--- src/rtl/acq_peak_search_pkg.sv ---
// Shared types and default widths for the acquisition peak-search stage.
package acq_peak_search_pkg;

  localparam int DSIZE_DIV2 = 16;
  localparam int BIN_W      = 6;

  typedef enum logic [1:0] {
    ST_IDLE,
    ST_COLLECT,
    ST_DECIDE,
    ST_REPORT
  } acq_state_e;

  typedef struct packed {
    logic                  detected;
    logic [DSIZE_DIV2-1:0] peak;
    logic [DSIZE_DIV2-1:0] code_phase;
    logic [BIN_W-1:0]      doppler_bin;
    logic [DSIZE_DIV2-1:0] second;
  } acq_result_t;

endpackage

--- src/rtl/acq_peak_search_top2_tracker.sv ---
// Keeps the largest and second-largest values seen since the last clear,
// plus the index and bin of the largest one.
module acq_top2_tracker #(
  parameter int DATA_W = 16,
  parameter int BIN_W  = 6
) (
  input  logic              clk,
  input  logic              en,
  input  logic              clr,
  input  logic [DATA_W-1:0] value,
  input  logic [DATA_W-1:0] index,
  input  logic [BIN_W-1:0]  bin,
  output logic [DATA_W-1:0] best,
  output logic [DATA_W-1:0] second,
  output logic [DATA_W-1:0] best_index,
  output logic [BIN_W-1:0]  best_bin
);

  logic [DATA_W-1:0] best_q, best_d;
  logic [DATA_W-1:0] second_q, second_d;
  logic [DATA_W-1:0] index_q, index_d;
  logic [BIN_W-1:0]  bin_q, bin_d;

  // Strict compares: an equal value never displaces the earlier best.
  always_comb begin
    best_d   = best_q;
    second_d = second_q;
    index_d  = index_q;
    bin_d    = bin_q;
    if (clr) begin
      best_d   = '0;
      second_d = '0;
      index_d  = '0;
      bin_d    = '0;
    end else if (en) begin
      if (value > best_q) begin
        second_d = best_q;
        best_d   = value;
        index_d  = index;
        bin_d    = bin;
      end else if (value > second_q) begin
        second_d = value;
      end
    end
  end

  always_ff @(posedge clk) begin
    best_q   <= best_d;
    second_q <= second_d;
    index_q  <= index_d;
    bin_q    <= bin_d;
  end

  assign best       = best_q;
  assign second     = second_q;
  assign best_index = index_q;
  assign best_bin   = bin_q;

endmodule

--- src/rtl/acq_peak_search.sv ---
// Tracks the two strongest Doppler-bin peaks over one sweep, makes the
// threshold/margin decision and hands one result to tracking via valid/ready.
module acq_peak_search
  import acq_peak_search_pkg::*;
(
  input  logic                  s00_axis_aclk,
  input  logic                  s00_axis_areset,
  input  logic                  i_start,
  input  logic [BIN_W-1:0]      i_num_bins,
  input  logic [DSIZE_DIV2-1:0] i_threshold,
  input  logic [DSIZE_DIV2-1:0] i_margin,
  input  logic [DSIZE_DIV2-1:0] i_max,
  input  logic [DSIZE_DIV2-1:0] i_max_index,
  input  logic                  i_done,
  output logic                  o_valid,
  input  logic                  i_ready,
  output logic                  o_detected,
  output logic [DSIZE_DIV2-1:0] o_peak,
  output logic [DSIZE_DIV2-1:0] o_code_phase,
  output logic [BIN_W-1:0]      o_doppler_bin,
  output logic [DSIZE_DIV2-1:0] o_second,
  output logic                  o_busy,
  output logic                  o_overrun
);

  acq_state_e            state_q, state_d;
  logic [BIN_W-1:0]      num_bins_q, num_bins_d;
  logic [BIN_W-1:0]      bin_cnt_q, bin_cnt_d;
  logic [DSIZE_DIV2-1:0] thr_q, thr_d;
  logic [DSIZE_DIV2-1:0] margin_q, margin_d;
  acq_result_t           result_q, result_d;
  logic                  valid_q, valid_d;
  logic                  busy_q, busy_d;
  logic                  overrun_q, overrun_d;

  logic                  trk_en, trk_clr;
  logic [DSIZE_DIV2-1:0] trk_best, trk_second, trk_index;
  logic [BIN_W-1:0]      trk_bin;

  // Difference is taken one bit wider so it can never wrap.
  function automatic logic detect_fn(input logic [DSIZE_DIV2-1:0] best,
                                     input logic [DSIZE_DIV2-1:0] second,
                                     input logic [DSIZE_DIV2-1:0] thr,
                                     input logic [DSIZE_DIV2-1:0] margin);
    logic [DSIZE_DIV2:0] diff;
    diff = {1'b0, best} - {1'b0, second};
    return (best >= thr) && (diff >= {1'b0, margin});
  endfunction

  acq_top2_tracker #(
    .DATA_W(DSIZE_DIV2),
    .BIN_W (BIN_W)
  ) u_top2 (
    .clk       (s00_axis_aclk),
    .en        (trk_en),
    .clr       (trk_clr),
    .value     (i_max),
    .index     (i_max_index),
    .bin       (bin_cnt_q),
    .best      (trk_best),
    .second    (trk_second),
    .best_index(trk_index),
    .best_bin  (trk_bin)
  );

  always_comb begin
    state_d    = state_q;
    num_bins_d = num_bins_q;
    bin_cnt_d  = bin_cnt_q;
    thr_d      = thr_q;
    margin_d   = margin_q;
    result_d   = result_q;
    valid_d    = valid_q;
    overrun_d  = overrun_q;
    trk_en     = 1'b0;
    trk_clr    = 1'b0;

    case (state_q)
      ST_IDLE: begin
        if (i_start) begin
          state_d    = ST_COLLECT;
          num_bins_d = (i_num_bins == '0) ? BIN_W'(1) : i_num_bins;
          thr_d      = i_threshold;
          margin_d   = i_margin;
          bin_cnt_d  = '0;
          overrun_d  = 1'b0;
          trk_clr    = 1'b1;
        end
      end
      ST_COLLECT: begin
        if (i_done) begin
          trk_en    = 1'b1;
          bin_cnt_d = bin_cnt_q + BIN_W'(1);
          if (bin_cnt_q == num_bins_q - BIN_W'(1)) state_d = ST_DECIDE;
        end
      end
      ST_DECIDE: begin
        result_d.detected    = detect_fn(trk_best, trk_second, thr_q, margin_q);
        result_d.peak        = trk_best;
        result_d.code_phase  = trk_index;
        result_d.doppler_bin = trk_bin;
        result_d.second      = trk_second;
        valid_d              = 1'b1;
        state_d              = ST_REPORT;
      end
      ST_REPORT: begin
        if (valid_q && i_ready) begin
          valid_d = 1'b0;
          state_d = ST_IDLE;
        end
      end
      default: state_d = ST_IDLE;
    endcase

    // A bin result outside COLLECT has nowhere to go; flag it.
    if (i_done && (state_q != ST_COLLECT)) overrun_d = 1'b1;

    busy_d = (state_d != ST_IDLE);
  end

  always_ff @(posedge s00_axis_aclk) begin
    if (s00_axis_areset) begin
      state_q    <= ST_IDLE;
      num_bins_q <= BIN_W'(1);
      bin_cnt_q  <= '0;
      result_q   <= '0;
      valid_q    <= 1'b0;
      busy_q     <= 1'b0;
      overrun_q  <= 1'b0;
    end else begin
      state_q    <= state_d;
      num_bins_q <= num_bins_d;
      bin_cnt_q  <= bin_cnt_d;
      result_q   <= result_d;
      valid_q    <= valid_d;
      busy_q     <= busy_d;
      overrun_q  <= overrun_d;
    end
  end

  always_ff @(posedge s00_axis_aclk) begin
    thr_q    <= thr_d;
    margin_q <= margin_d;
  end

  assign o_valid       = valid_q;
  assign o_busy        = busy_q;
  assign o_overrun     = overrun_q;
  assign o_detected    = result_q.detected;
  assign o_peak        = result_q.peak;
  assign o_code_phase  = result_q.code_phase;
  assign o_doppler_bin = result_q.doppler_bin;
  assign o_second      = result_q.second;

endmodule

--- config.mk ---
export PLATFORM = sky130hd
export DESIGN_NAME = acq_peak_search
export DESIGN_NICKNAME = d
export VERILOG_FILES = /design/src/rtl/acq_peak_search_pkg.sv /design/src/rtl/acq_peak_search_top2_tracker.sv /design/src/rtl/acq_peak_search.sv
export SDC_FILE = /design/constraint.sdc
export NUM_CORES = 1
export LEC_CHECK = 0
export BUFFER_PORTS_ARGS = -buffer_cell sky130_fd_sc_hd__buf_2
export CAP_MARGIN = 20
export CORE_UTILIZATION = 35
export CTS_CLUSTER_DIAMETER = 200
export DETAILED_ROUTE_END_ITERATION = 6
export PLACE_DENSITY = 0.66
export SYNTH_ARGS = -nofsm -noshare
export SYNTH_HDL_FRONTEND = slang
export SYNTH_SLANG_ARGS = --single-unit
--- constraint.sdc ---
create_clock -name s00_axis_aclk -period 4.4 [get_ports s00_axis_aclk]
set_clock_uncertainty 0.2 [all_clocks]
set_input_delay 0.22 -clock s00_axis_aclk [delete_from_list [all_inputs] [get_ports s00_axis_aclk]]
set_output_delay 0.22 -clock s00_axis_aclk [all_outputs]
set_load 0.005 [all_outputs]
==> flow_summary.json <==
{
  "max_stage_delay_ns": 0.42,
  "synth_warnings": 0,
  "grt_setup_unrepaired": "false",
  "clock.fmax_mhz": 255,
  "synthCells": 888,
  "cts_buffers": 17,
  "nets": 1239,
  "met1_usage_pct": 22.8,
  "seqCellArea_sq_mm": 0.00348,
  "hold_path_depth": 2,
  "met2_usage_pct": 31.1,
  "p_total_mw": 4.51,
  "fill_cells": 2198,
  "rows": 55,
  "slew_headroom_pct": 37.5,
  "clock-sinks": 158,
  "wire_per_inst_um": 15.1,
  "final_common_cell": "buf_2",
  "drt-initial-drc-count": 355,
  "yosys.cell_types.count": 59,
  "portBuffers": 132,
  "powerDensity_mw_per_mm2": 438,
  "post-route-util_pct": 45.3,
  "antenna_found_initial": 0,
  "synth_seq_area_share_pct": 42.9,
  "finalSetupTns_ns": 0,
  "post_cts_resized": 0,
  "h-tree-depth": 4,
  "grt_max_degree": 61,
  "grt-busiest-layer": "met2",
  "status": "complete, no violations",
  "ff2ff_path_depth": 17,
  "slowest_stage": "a21oi_1",
  "instances_no_fill": 1379,
  "cpLargestDelayFamily": "compound AO/OA/AOI/OAI gates",
  "grt_use_total_pct": 18.2,
  "fp.dieH_um": 154,
  "start_util_pct": 35.7,
  "crit_type": "flip-flop to flip-flop",
  "synth-edff-count": 32,
  "dr.pass1.iters": 5,
  "rrSetupSlack_ns": 0.48,
  "synth_area_sq_mm": 0.00811,
  "postCtsHoldBufs": 72,
  "multi_input_area_sq_mm": 0.00416,
  "final_area_sq_mm": 0.0103,
  "ios": 133,
  "hpwl_mm": 14.4,
  "vdd_drop_max_mv": 0.279,
  "required_ns": 4.49,
  "cp_cell_sequence": "inv_1 -> ha_1 -> fa_1 -> nor2b_1 -> o21ai_0 -> a21oi_1 -> o21a_1 -> nor2_1 -> xnor2_1 -> ha_1 -> a21o_1 -> a21o_1 -> a21oi_1 -> o21a_1 -> o21ai_0 -> a41oi_1 -> a2111oi_2",
  "wl_mm": 20.8,
  "max_cap_violations": 0,
  "critPathArrivalTime_ns": 4.01,
  "yosys_most_used_dff": "dfxtp_1",
  "placed_cell_area_sq_mm": 0.00901,
  "cp-end-kind": "flip-flop",
  "ctsLongestPathBuffers": 2,
  "core_sq_mm": 0.0227,
  "drive_above_1_share_pct": 17.3,
  "die_x_um": 154,
  "ys_seq_elements": 158,
  "cts_tree": "built",
  "leakagePower_nw": 4.48,
  "met3_usage_pct": 3.81,
  "drc_errors": 0,
  "dieArea_sq_mm": 0.0238,
  "final_cell_mix": "132 x buf_2, 129 x nand2_1, 126 x dfxtp_1",
  "clkTransAtPathRegs_ns": 0.07,
  "root_buffer": "clkbuf_16",
  "syn2layout_area_growth_pct": 27.0,
  "syn_avg_cell_area_sq_um": 9.13,
  "grt_pass1_vias": 6795,
  "grt-ovfl-total": 0,
  "hold_end": "o_code_phase[9]",
  "avgViaCountPerCell": 4.99,
  "place_congestion": 0.894,
  "vias": 6880,
  "clk_latency_ns": 0.43,
  "worst_slew_pin_slew_ns": 0.936,
  "post-cts-setup-buffers": 0,
  "hp-start": "s00_axis_areset",
  "hp-class": "input pin to flip-flop",
  "start_kind": "flip-flop",
  "r2r_end": "o_detected",
  "cp_max_fo": 5,
  "min_period_ns": 3.92,
  "slew_violations": 0,
  "grt_pass1_wl_mm": 34.1,
  "hold_viol": 0,
  "path_buf_inv": 1,
  "antennaDiodeCount": 0,
  "synthesis.nets": 1046,
  "fin_crit_sh_pct": 89.1,
  "final_antenna_net_count": 0,
  "setup_viol": 0,
  "synthArstFlopShare_pct": 0,
  "rr_startpoint": "u_top2.best[0]",
  "dpl.cell_count": 1275
}
## state kept, by name, summed over array words and instances (netlist names), 6 cells and up
signal and flops:
u_top2.best_index 16, o_peak 16, num_bins_q 6, o_second 16, thr_q 16, u_top2.best 16, u_top2.second 16, o_code_phase 16
margin_q 16, bin_cnt_q 6, u_top2.best_bin 6, o_doppler_bin 6
## kinds of logic (layout without fill, tap and decap cells)
group / count (synthesis) / in the layout / share of synthesized area, %
AO/OA/AOI/OAI: 197 / 197 / 14.9
XOR/XNOR: 21 / 21 / 2.27
multiplexers: 55 / 55 / 6.79
flip-flops: 158 / 158 / 42.9
buffers and inverters: 111 / 317 / 5.94
adder cells (fa/ha/maj): 83 / 83 / 12.9
AND/OR/NAND/NOR: 263 / 263 / 14.2
## cell type report
cell class              instances  share of cell area, %
multi-input cells             619                   40.4
flip-flops and latches        158                   33.8
repair buffers                213                   14.2
clock buffers                  18                   4.26
well taps                     285                   3.46
inverters                      72                   2.62
clock inverters                14                   1.19
## worst reg2reg max path: cells and delay by family (launching register included)
kind,cells,cell delay [ns]
flops,1,0.39
compound gates,10,1.87
xor+xnor,1,0.13
simple gates,2,0.16
buf+inv,1,0.09
fa+ha+maj,3,0.94
## power by group
| group | switching, mW | internal [mW] | leakage (nW) |
|---|---|---|---|
| registers | 0.0935 | 1.59 | 1.33 |
| clock network | 0.649 | 0.758 | 0.277 |
| logic | 0.774 | 0.644 | 2.88 |
| total | 1.52 | 3.00 | 4.48 |
## synth_stat cells (5+ instances only)
master | number | share of area, %
xor2_1 | 9 | 0.97
o31ai_1 | 17 | 1.6
o21ai_0 | 14 | 0.86
nand2b_1 | 5 | 0.39
nor2_1 | 69 | 3.2
nand3_1 | 12 | 0.74
nand2_1 | 129 | 6.0
mux2i_1 | 55 | 6.8
a21oi_1 | 111 | 6.8
nor2b_1 | 5 | 0.39
clkbuf_1 | 27 | 1.2
nor3_1 | 11 | 0.68
a21o_1 | 17 | 1.6
nand4_1 | 13 | 1.0
buf_6 | 6 | 0.83
dfxtp_1 | 126 | 31
a211oi_1 | 5 | 0.46
edfxtp_1 | 32 | 12
ha_1 | 82 | 13
inv_1 | 71 | 3.3
xnor2_1 | 12 | 1.3
o21a_1 | 7 | 0.65
## through the flow
| step | hold WS (ns) | setup WS [ns] |
|---|---|---|
| after detailed placement | 0.198 | 0.570 |
| after CTS | 0.00914 | 0.522 |
| after global placement | 0.197 | 0.636 |
| after global routing | 0.0464 | 0.155 |
| final | 0.0264 | 0.479 |
| after floorplan | 0.119 | 1.02 |
## metal layers
layer | up-vias | wire length, um | share of wire (%)
met5 | - | 0 | 0
met4 | 0 | 468 | 2.2
met3 | 36 | 850 | 4.1
met2 | 161 | 9900 | 48
met1 | 3205 | 9600 | 46
li1 | 3478 | - | -
## worst max-delay path by stage
stage              startpoint         end  slack (ns)  cells after the start
6_report       u_top2.best[0]  o_detected        0.48                     17
3_3_place_gp   u_top2.best[0]  o_detected        0.64                     17
5_1_grt        u_top2.best[0]  o_detected        0.15                     17
2_1_floorplan  u_top2.best[0]  o_detected        1.02                     17
3_5_place_dp   u_top2.best[0]  o_detected        0.57                     17
4_1_cts        u_top2.best[0]  o_detected        0.52                     17
Power figures use the tool's default switching activity.
